**src/rtl/ms_delay_scheduler_pkg.sv**
```systemverilog
// Shared definitions for ms_delay_scheduler: FSM state encoding, default sizes
// and the round-robin pointer step. Optional feature macro: DLY_CANCEL_EN.
package ms_delay_scheduler_pkg;

    localparam int DEF_N_REQ = 4;
    localparam int DEF_CNT_W = 16;

    typedef enum logic [1:0] {
        IDLE  = 2'd0,
        LOAD  = 2'd1,
        COUNT = 2'd2,
        DONE  = 2'd3
    } state_t;

    function automatic int next_index(input int idx, input int n);
        return (idx + 1 >= n) ? 0 : idx + 1;
    endfunction

endpackage

```
**src/rtl/ms_delay_scheduler_rr_arbiter.sv**
```systemverilog
// Combinational round-robin arbiter: the first requester at or after ptr wins,
// returned both as a one-hot grant and as a binary index.
module rr_arbiter
    import ms_delay_scheduler_pkg::*;
#(
    parameter int N_REQ = DEF_N_REQ,
    parameter int IDX_W = $clog2(DEF_N_REQ)
) (
    input  logic [N_REQ-1:0] req,
    input  logic [IDX_W-1:0] ptr,
    output logic [N_REQ-1:0] gnt,
    output logic [IDX_W-1:0] index
);

    always_comb begin
        int   cand;
        logic found;
        gnt   = '0;
        index = '0;
        found = 1'b0;
        cand  = 0;
        for (int k = 0; k < N_REQ; k++) begin
            cand = int'(ptr) + k;
            if (cand >= N_REQ) begin
                cand = cand - N_REQ;
            end
            if (!found && req[cand]) begin
                found     = 1'b1;
                gnt[cand] = 1'b1;
                index     = IDX_W'(cand);
            end
        end
    end

endmodule

```
**src/rtl/ms_delay_scheduler.sv**
```systemverilog
// Shares one millisecond countdown among N_REQ requesters with round-robin arbitration.
// Define DLY_CANCEL_EN to add a cancel input that aborts the active countdown.
module ms_delay_scheduler
    import ms_delay_scheduler_pkg::*;
#(
    parameter int N_REQ = DEF_N_REQ,
    parameter int CNT_W = DEF_CNT_W
) (
    input  logic                     clk,
    input  logic                     rst_n,
    input  logic                     tick_src,
    input  logic [N_REQ-1:0]         req,
    input  logic [N_REQ*CNT_W-1:0]   req_dly,
`ifdef DLY_CANCEL_EN
    input  logic                     cancel,
`endif
    output logic [N_REQ-1:0]         grant,
    output logic [N_REQ-1:0]         done,
    output logic                     busy,
    output logic [CNT_W-1:0]         remaining
);

    localparam int IDX_W = $clog2(N_REQ);

    state_t           state;
    logic             tick_q;
    logic             tick_rise;
    logic [IDX_W-1:0] ptr;
    logic [IDX_W-1:0] owner;
    logic [IDX_W-1:0] owner_next;
    logic [IDX_W-1:0] arb_index;
    logic [N_REQ-1:0] arb_gnt;
    logic [CNT_W-1:0] cnt;
    logic [CNT_W-1:0] owner_dly;
    logic             cancel_hit;
    logic             abort;

    rr_arbiter #(
        .N_REQ (N_REQ),
        .IDX_W (IDX_W)
    ) u_arb (
        .req   (req),
        .ptr   (ptr),
        .gnt   (arb_gnt),
        .index (arb_index)
    );

`ifdef DLY_CANCEL_EN
    assign cancel_hit = cancel;
`else
    assign cancel_hit = 1'b0;
`endif

    // tick_src is already in the clk domain, so a single register gives the edge.
    assign tick_rise  = tick_src & ~tick_q;
    assign abort      = ~req[owner] | cancel_hit;
    assign owner_dly  = req_dly[int'(owner)*CNT_W +: CNT_W];
    assign owner_next = IDX_W'(next_index(int'(owner), N_REQ));
    assign remaining  = cnt;

    // Abort is tested before the tick so a withdrawal beats a coinciding final tick.
    always_ff @(posedge clk or negedge rst_n) begin
        if (!rst_n) begin
            state  <= IDLE;
            tick_q <= 1'b0;
            ptr    <= '0;
            owner  <= '0;
            cnt    <= '0;
            grant  <= '0;
            done   <= '0;
            busy   <= 1'b0;
        end else begin
            tick_q <= tick_src;
            done   <= '0;
            case (state)
                IDLE: begin
                    if (|req) begin
                        owner <= arb_index;
                        grant <= arb_gnt;
                        busy  <= 1'b1;
                        state <= LOAD;
                    end
                end
                LOAD: begin
                    if (abort) begin
                        grant <= '0;
                        busy  <= 1'b0;
                        cnt   <= '0;
                        ptr   <= owner_next;
                        state <= IDLE;
                    end else begin
                        cnt   <= owner_dly;
                        state <= (owner_dly == '0) ? DONE : COUNT;
                    end
                end
                COUNT: begin
                    if (abort) begin
                        grant <= '0;
                        busy  <= 1'b0;
                        cnt   <= '0;
                        ptr   <= owner_next;
                        state <= IDLE;
                    end else if (tick_rise) begin
                        cnt <= cnt - CNT_W'(1);
                        if (cnt == CNT_W'(1)) begin
                            state <= DONE;
                        end
                    end
                end
                DONE: begin
                    done[owner] <= 1'b1;
                    grant       <= '0;
                    busy        <= 1'b0;
                    ptr         <= owner_next;
                    state       <= IDLE;
                end
                default: state <= IDLE;
            endcase
        end
    end

endmodule
```
**config.mk**
```make
export PLATFORM = sky130hd
export DESIGN_NAME = ms_delay_scheduler
export DESIGN_NICKNAME = d
export VERILOG_FILES = /design/src/rtl/ms_delay_scheduler_pkg.sv /design/src/rtl/ms_delay_scheduler_rr_arbiter.sv /design/src/rtl/ms_delay_scheduler.sv
export SDC_FILE = /design/constraint.sdc
export NUM_CORES = 1
export LEC_CHECK = 0
export CELL_PAD_IN_SITES_DETAIL_PLACEMENT = 1
export CELL_PAD_IN_SITES_GLOBAL_PLACEMENT = 1
export CORE_ASPECT_RATIO = 0.8
export CORE_UTILIZATION = 36
export DETAILED_ROUTE_END_ITERATION = 16
export PLACE_DENSITY_LB_ADDON = 0.1
export SETUP_SLACK_MARGIN = 0.02
export SLEW_MARGIN = 10
export SYNTH_ARGS = -nofsm -noshare
export SYNTH_HDL_FRONTEND = slang
export SYNTH_SLANG_ARGS = --single-unit
```
**constraint.sdc**
```tcl
create_clock -name clk -period 5.4 [get_ports clk]
set_input_delay 1.08 -clock clk [delete_from_list [all_inputs] [get_ports clk]]
set_output_delay 1.08 -clock clk [all_outputs]
set_load 0.02 [all_outputs]
```
==> impl_metrics.env, run 1 <==
export IMPL_die_x_um=98.5
export IMPL_cp_required_ns=5.57
export IMPL_startpoint_type="input port"
export IMPL_antenna_found_initial=0
export IMPL_synth_common_cells="a21oi_1 (32), dfrtp_1 (32), o21ai_1 (27)"
export IMPL_synth_mux_area_frac=0.194
export IMPL_synth_top_area_frac=0.299
export IMPL_ys_ff_latch=32
export IMPL_drt_antenna_violating_nets=0
export IMPL_p_int_w=0.000954
export IMPL_crit_start="req[2]"
export IMPL_grtUsageMet2=0.372
export IMPL_yosysSeqAreaShare=0.299
export IMPL_setup_viol=0
export IMPL_cts_setup_buffers=0
export IMPL_syn_nets=365
export IMPL_vias_per_cell=5.91
export IMPL_cts_resized_gates=0
export IMPL_cts_buffer_depth=2
export IMPL_criticalPathCategory="in2reg"
export IMPL_path_cells="clkdlybuf4s50_1, mux4_2, a31o_1, nor2_1, a32oi_1, nand2_1"
export IMPL_area_growth_pct=39.6
export IMPL_finalCritPeriodShare=0.608
export IMPL_rsz0062_at_grt="false"
export IMPL_skew_ns=0.00217
export IMPL_yosysWarnings=0
export IMPL_clock_sinks=32
export IMPL_worstPathArrival_ns=3.45
export IMPL_drive_above_1_share=0.0849
export IMPL_synth_flop_cell="dfrtp_1"
export IMPL_io_pins=96
export IMPL_vdd_ir_drop_max_mv=0.148
export IMPL_io_buffers=95
export IMPL_hold_buffers=0
export IMPL_pwr_share_clk=0.096
export IMPL_synth_simple_area_share=0.194
export IMPL_antenna_cells=0
export IMPL_synth_top_family_by_area="simple AND/OR/NAND/NOR gates"
export IMPL_via_count=2671
export IMPL_grt_pass1_vias=2758
export IMPL_die_h_um=79.2
export IMPL_wire_per_inst_um=19.9
export IMPL_nets=452
export IMPL_clk_latency_ns=0.28
export IMPL_p_sw_w=0.000889
export IMPL_routed_wirelength_mm=8.97
export IMPL_crit_path_max_incr_delay_ns=0.69
export IMPL_synth_top_area_cell="dfrtp_1"
export IMPL_core_um2=7030
export IMPL_setup_worst_path_end_class="flop"
export IMPL_tritoncts="yes"
export IMPL_grtUsageMet1=0.339
export IMPL_status="completed"
export IMPL_cts_root_buffer="clkbuf_8"
export IMPL_drv_cap=0
export IMPL_synth_xor_area_frac=0
export IMPL_num_rows=27
export IMPL_holdCritStartpoint="busy$_DFFE_PN0P_"
export IMPL_cp_max_fo=20
export IMPL_clkTransAtPathRegs_ns=0.07
export IMPL_route_detailed_drc=0
export IMPL_relSlewSlack=0.202
export IMPL_fin_crit_ns=3.28
export IMPL_grt_use_total=0.245
export IMPL_grt_max_degree=33
export IMPL_synth_fa_ha_area_frac=0.0746
export IMPL_synth_compound_area_frac=0.185
export IMPL_start_util=0.382
export IMPL_yosys_cell_types_count=48
export IMPL_r2r_start="ptr[0]$_DFFE_PN0P_"
export IMPL_gr_total_overflow=0
export IMPL_p_per_area_nw_per_um2=492
export IMPL_drt_iter0_markers=246
export IMPL_slowest_stage="clkdlybuf4s50_1"
export IMPL_synth_area_top_cells="dfrtp_1 (30%), mux4_2 (13%), ha_1 (7.5%)"
export IMPL_async_reset_ff_frac=1.00
export IMPL_hold_violations=0
export IMPL_tightest_slew_ns=1.18
export IMPL_gp_congestion=0.806
export IMPL_syn_inst=278
export IMPL_firstDrtPassIters=7
export IMPL_die_area_um2=7800
export IMPL_grt_pass1_wl_mm=14.7
export IMPL_busiest_layer="met2"
export IMPL_grt_util_met3=0.0731
export IMPL_power_frac_comb=0.655
export IMPL_seq_power_share=0.249
export IMPL_hpwl_mm=7.13
export IMPL_synth_edf_count=0
export IMPL_fmax_ghz=0.305
export IMPL_finish_utilization=0.533
export IMPL_total_leakage_power_nw=1.55
export IMPL_min_path_type="reg2reg"
export IMPL_syn_area_um2=2680
export IMPL_fill_cells=804
export IMPL_htree_levels=2
export IMPL_drv_slew=0
export IMPL_numCtsBuffers=5
export IMPL_syn_area_per_cell_um2=9.65
export IMPL_setup_tns_ns=0
export IMPL_p_sw_frac=0.482
-- power groups by stage --
stage          registers, W  clock network, W  logic, W
2_1_floorplan      0.000470                 0  0.000805
3_3_place_gp       0.000459                 0   0.00118
3_5_place_dp       0.000463                 0   0.00119
4_1_cts            0.000461          0.000182   0.00120
5_1_grt            0.000479          0.000192   0.00133
6_report           0.000459          0.000176   0.00121
-- registers in the layout, summed over array words and instances, names as in the netlist --
name and count:
state 2, tick_q 1, owner 2, busy 1
ptr 2, done 4, remaining 16, grant 4
-- cells by family (layout without fill, tap and decap cells) --
group | after synthesis | count (layout)
buffers and inverters | 31 | 118
flip-flops | 32 | 32
multiplexers | 25 | 25
AO/OA/AOI/OAI | 83 | 83
adder cells (fa/ha/maj) | 16 | 16
AND/OR/NAND/NOR | 91 | 91
-- placed cells by master (no fill, tap or decap), types with 4 or more instances in the layout --
master           netlist  final
a21oi_1               32     32
a222oi_1               4      4
and2_1                 5      5
and3_1                 7      7
clkbuf_8               0      5
clkdlybuf4s50_1        0     95
dfrtp_1               32     32
ha_1                  16     16
inv_1                 14     14
mux2i_1                4      4
mux4_1                 5      5
mux4_2                15     15
nand2_1               18     18
nand3_1                6      6
nor2_1                19     19
nor3_1                 6      6
nor4_1                 9      9
o21ai_0                5      5
o21ai_1               27     27
-- critical path: cells and delay by family --
kind | cells | cell delay, ns
mux | 1 | 0.48
buf+inv | 1 | 0.69
compound gates | 2 | 0.91
simple gates | 2 | 0.29
-- stage by stage --
step / cell area, µm² / setup WS [ns] / cells / hold WS, ns / total power (W)
after floorplan: 2680 / 2.82 / 278 / 0.588 / 0.00127
after CTS: 3740 / 2.16 / 452 / 0.501 / 0.00184
final: 3740 / 2.12 / 452 / 0.491 / 0.00184
after global routing: 3740 / 1.97 / 452 / 0.526 / 0.00200
after detailed placement: 3670 / 1.85 / 445 / 0.485 / 0.00166
after global placement: 3670 / 1.95 / 445 / 0.460 / 0.00164
-- layer usage --
| metal | vias up | share of wire |
|---|---|---|
| li1 | 1228 | - |
| met1 | 1286 | 0.44 |
| met2 | 147 | 0.44 |
| met3 | 10 | 0.11 |
| met4 | 0 | 0.014 |
| met5 | - | 0 |
-- final timing paths --
check	to	cells past startpoint	slack, ns
max reg2reg	owner[1]$_DFFE_PN0P_	7	2.58
min in group asynchronous	grant[3]$_DFFE_PN0P_	2	1.19
min reg2reg	busy$_DFFE_PN0P_	1	0.49
max	remaining[2]$_DFFE_PN0P_	6	2.12
max in group asynchronous	state[0]$_DFFE_PN0P_	2	3.89
min	busy$_DFFE_PN0P_	1	0.49
-- final cells by class --
cell class	count	area (µm²)	share of cell area
clock buffers	6	72.6	0.0194
clock inverters	1	5.00	0.00134
inverters	14	52.6	0.0140
multi-input cells	215	1740	0.464
flip-flops and latches	32	801	0.214
well taps	87	109	0.0291
repair buffers	97	966	0.258
(Power assumes the default switching activity.)
==> run 2, diff against run 1 <==
Settings changed: CORE_UTILIZATION 36 to 30.
Clock period 5.4 ns to 2.7 ns, I/O delays scaled along.
==> run 2 against run 1 <==
Compared with the run above: combinational power increased by 130%; cell count increased by 9.5%; worst hold slack improved by 0.015 ns; clock-buffer cell count increased by 2; final area increased by 4.9%; critical path type unchanged; largest power group unchanged.
==> impl_metrics.env, run 2 (synthesis gave the netlist of run 1 again) <==
export IMPL_place_inst=487
export IMPL_setup_viol=0
export IMPL_drt_iter0_markers=112
export IMPL_status="completed"
export IMPL_finish_utilization=0.457
export IMPL_gr_total_overflow=0
export IMPL_hold_buffers=0
export IMPL_htree_levels=2
export IMPL_vias_per_cell=5.42
export IMPL_fmax_ghz=0.423
export IMPL_startpoint_type="input port"
export IMPL_num_rows=30
export IMPL_io_buffers=95
export IMPL_slowest_stage="clkdlybuf4s50_1"
export IMPL_regToRegEndpoint="owner[1]$_DFFE_PN0P_"
export IMPL_reg2reg_depth=7
export IMPL_stdcell_count=495
export IMPL_grt_pass1_vias=2716
export IMPL_rsz0062_at_grt="false"
export IMPL_die_h_um=86.6
export IMPL_grt_max_degree=33
export IMPL_drt_antenna_violating_nets=0
export IMPL_route_detailed_drc=0
export IMPL_finalCritPeriodShare=0.875
export IMPL_wl_met3_um=460
export IMPL_clk_latency_ns=0.29
export IMPL_criticalPathCategory="in2reg"
export IMPL_antenna_cells=0
export IMPL_clock_sinks=32
export IMPL_final_common_cell="clkdlybuf4s50_1"
export IMPL_min_path_type="reg2reg"
export IMPL_antenna_found_initial=0
export IMPL_top_layer="met4"
export IMPL_drv_cap=0
export IMPL_numCtsBuffers=5
export IMPL_skew_ns=0.0151
export IMPL_largest_reg_flops=16
export IMPL_hpwl_mm=7.48
export IMPL_drive_above_1_share=0.125
export IMPL_routed_wirelength_mm=9.47
export IMPL_gp_congestion=0.836
export IMPL_tritoncts="yes"
export IMPL_setup_tns_ns=0
export IMPL_core_um2=8600
export IMPL_hold_violations=0
export IMPL_holdCritStartpoint="busy$_DFFE_PN0P_"
export IMPL_wire_per_inst_um=19.1
export IMPL_route_met2_wl_mm=4.10
export IMPL_clkTransAtPathRegs_ns=0.07
export IMPL_area_growth_pct=46.5
export IMPL_nets=469
export IMPL_total_leakage_power_nw=1.64
export IMPL_vdd_ir_drop_max_mv=0.429
export IMPL_holdPathStages=1
export IMPL_grt_use_total=0.214
export IMPL_die_x_um=108
export IMPL_via_count=2681
export IMPL_ff2ff_setup_slack_ns=0.44
export IMPL_cts_root_buffer="clkbuf_8"
export IMPL_whs_ns=0.506
export IMPL_r2r_start="ptr[0]$_DFFE_PN0P_"
export IMPL_grt_pass1_wl_mm=15.1
export IMPL_die_area_um2=9330
export IMPL_cp_max_fo=11
export IMPL_m1WireLength_mm=4.86
export IMPL_power_total_w=0.00395
export IMPL_cp_required_ns=2.87
export IMPL_tightest_slew_ns=0.588
export IMPL_fin_crit_ns=2.36
export IMPL_start_util=0.312
export IMPL_drv_slew=0
export IMPL_cts_setup_buffers=0
export IMPL_worstPathArrival_ns=2.53
export IMPL_setup_worst_path_end_class="flop"
export IMPL_cts_resized_gates=0
export IMPL_final_cell_mix="clkdlybuf4s50_1 (95), a21oi_1 (32), dfrtp_1 (32)"
export IMPL_relSlewSlack=0.606
export IMPL_worstHoldEndpoint="busy$_DFFE_PN0P_"
export IMPL_io_pins=96
export IMPL_crit_path_max_incr_delay_ns=0.59
export IMPL_cts_buffer_depth=2
export IMPL_path_cells="clkdlybuf4s50_1, mux4_2, nor3b_2, nor4_1, o21ai_1, mux2_2"
export IMPL_p_per_area_nw_per_um2=1000
export IMPL_firstDrtPassIters=4
==> run 2: cell types whose count changed in the layout (fill, tap and decap cells not counted), sizes merged <==
cell / change
buf: +17
clkinv: -1
clkbuf: +2
==> run 2: worst max path at each step <==
stage	from	end	slack (ns)	cells after the start
after floorplan	ptr[0]$_DFFE_PN0P_	owner[0]$_DFFE_PN0P_	0.37	8
after global placement	req[2]	owner[1]$_DFFE_PN0P_	0.11	6
after detailed placement	req[0]	owner[1]$_DFFE_PN0P_	0.06	6
after CTS	req[0]	owner[1]$_DFFE_PN0P_	0.35	6
after global routing	req[0]	grant[0]$_DFFE_PN0P_	0.22	6
final	req[2]	owner[1]$_DFFE_PN0P_	0.34	6
==> run 2: power by group <==
part           total (W)  switching [W]  internal [W]
logic            0.00273        0.00151       0.00122
registers       0.000826       0.000179      0.000648
clock network   0.000394       0.000186      0.000208
total            0.00395        0.00188       0.00207
==> run 2: final cells by class <==
cell class                 count  area [µm²]
inverter                      14        52.6
clock buffer                   8        90.1
timing repair buffer         114        1110
multi-input combinational    215        1740
sequential                    32         801
fill                         989        4670
tap                          112         140
==> run 2: stage by stage <==
step	instance area (µm²)	setup WS, ns
after floorplan	2680	0.367
after global placement	3840	0.106
after detailed placement	3840	0.0550
after CTS	3930	0.346
after global routing	3930	0.217
final	3930	0.338
==> run 2: worst max-delay path, delay by kind of cell <==
family,cells,cell delay [ns]
simple gates,2,0.52
compound gates,1,0.10
mux,2,0.78
buf+inv,1,0.59
==> run 2: metal layers <==
| metal | up-vias | track usage |
|---|---|---|
| met3 | 5 | 0.0474 |
| met5 | - | 0 |
| met2 | 71 | 0.309 |
| li1 | 1268 | - |
| met1 | 1337 | 0.328 |
| met4 | 0 | 0.0361 |
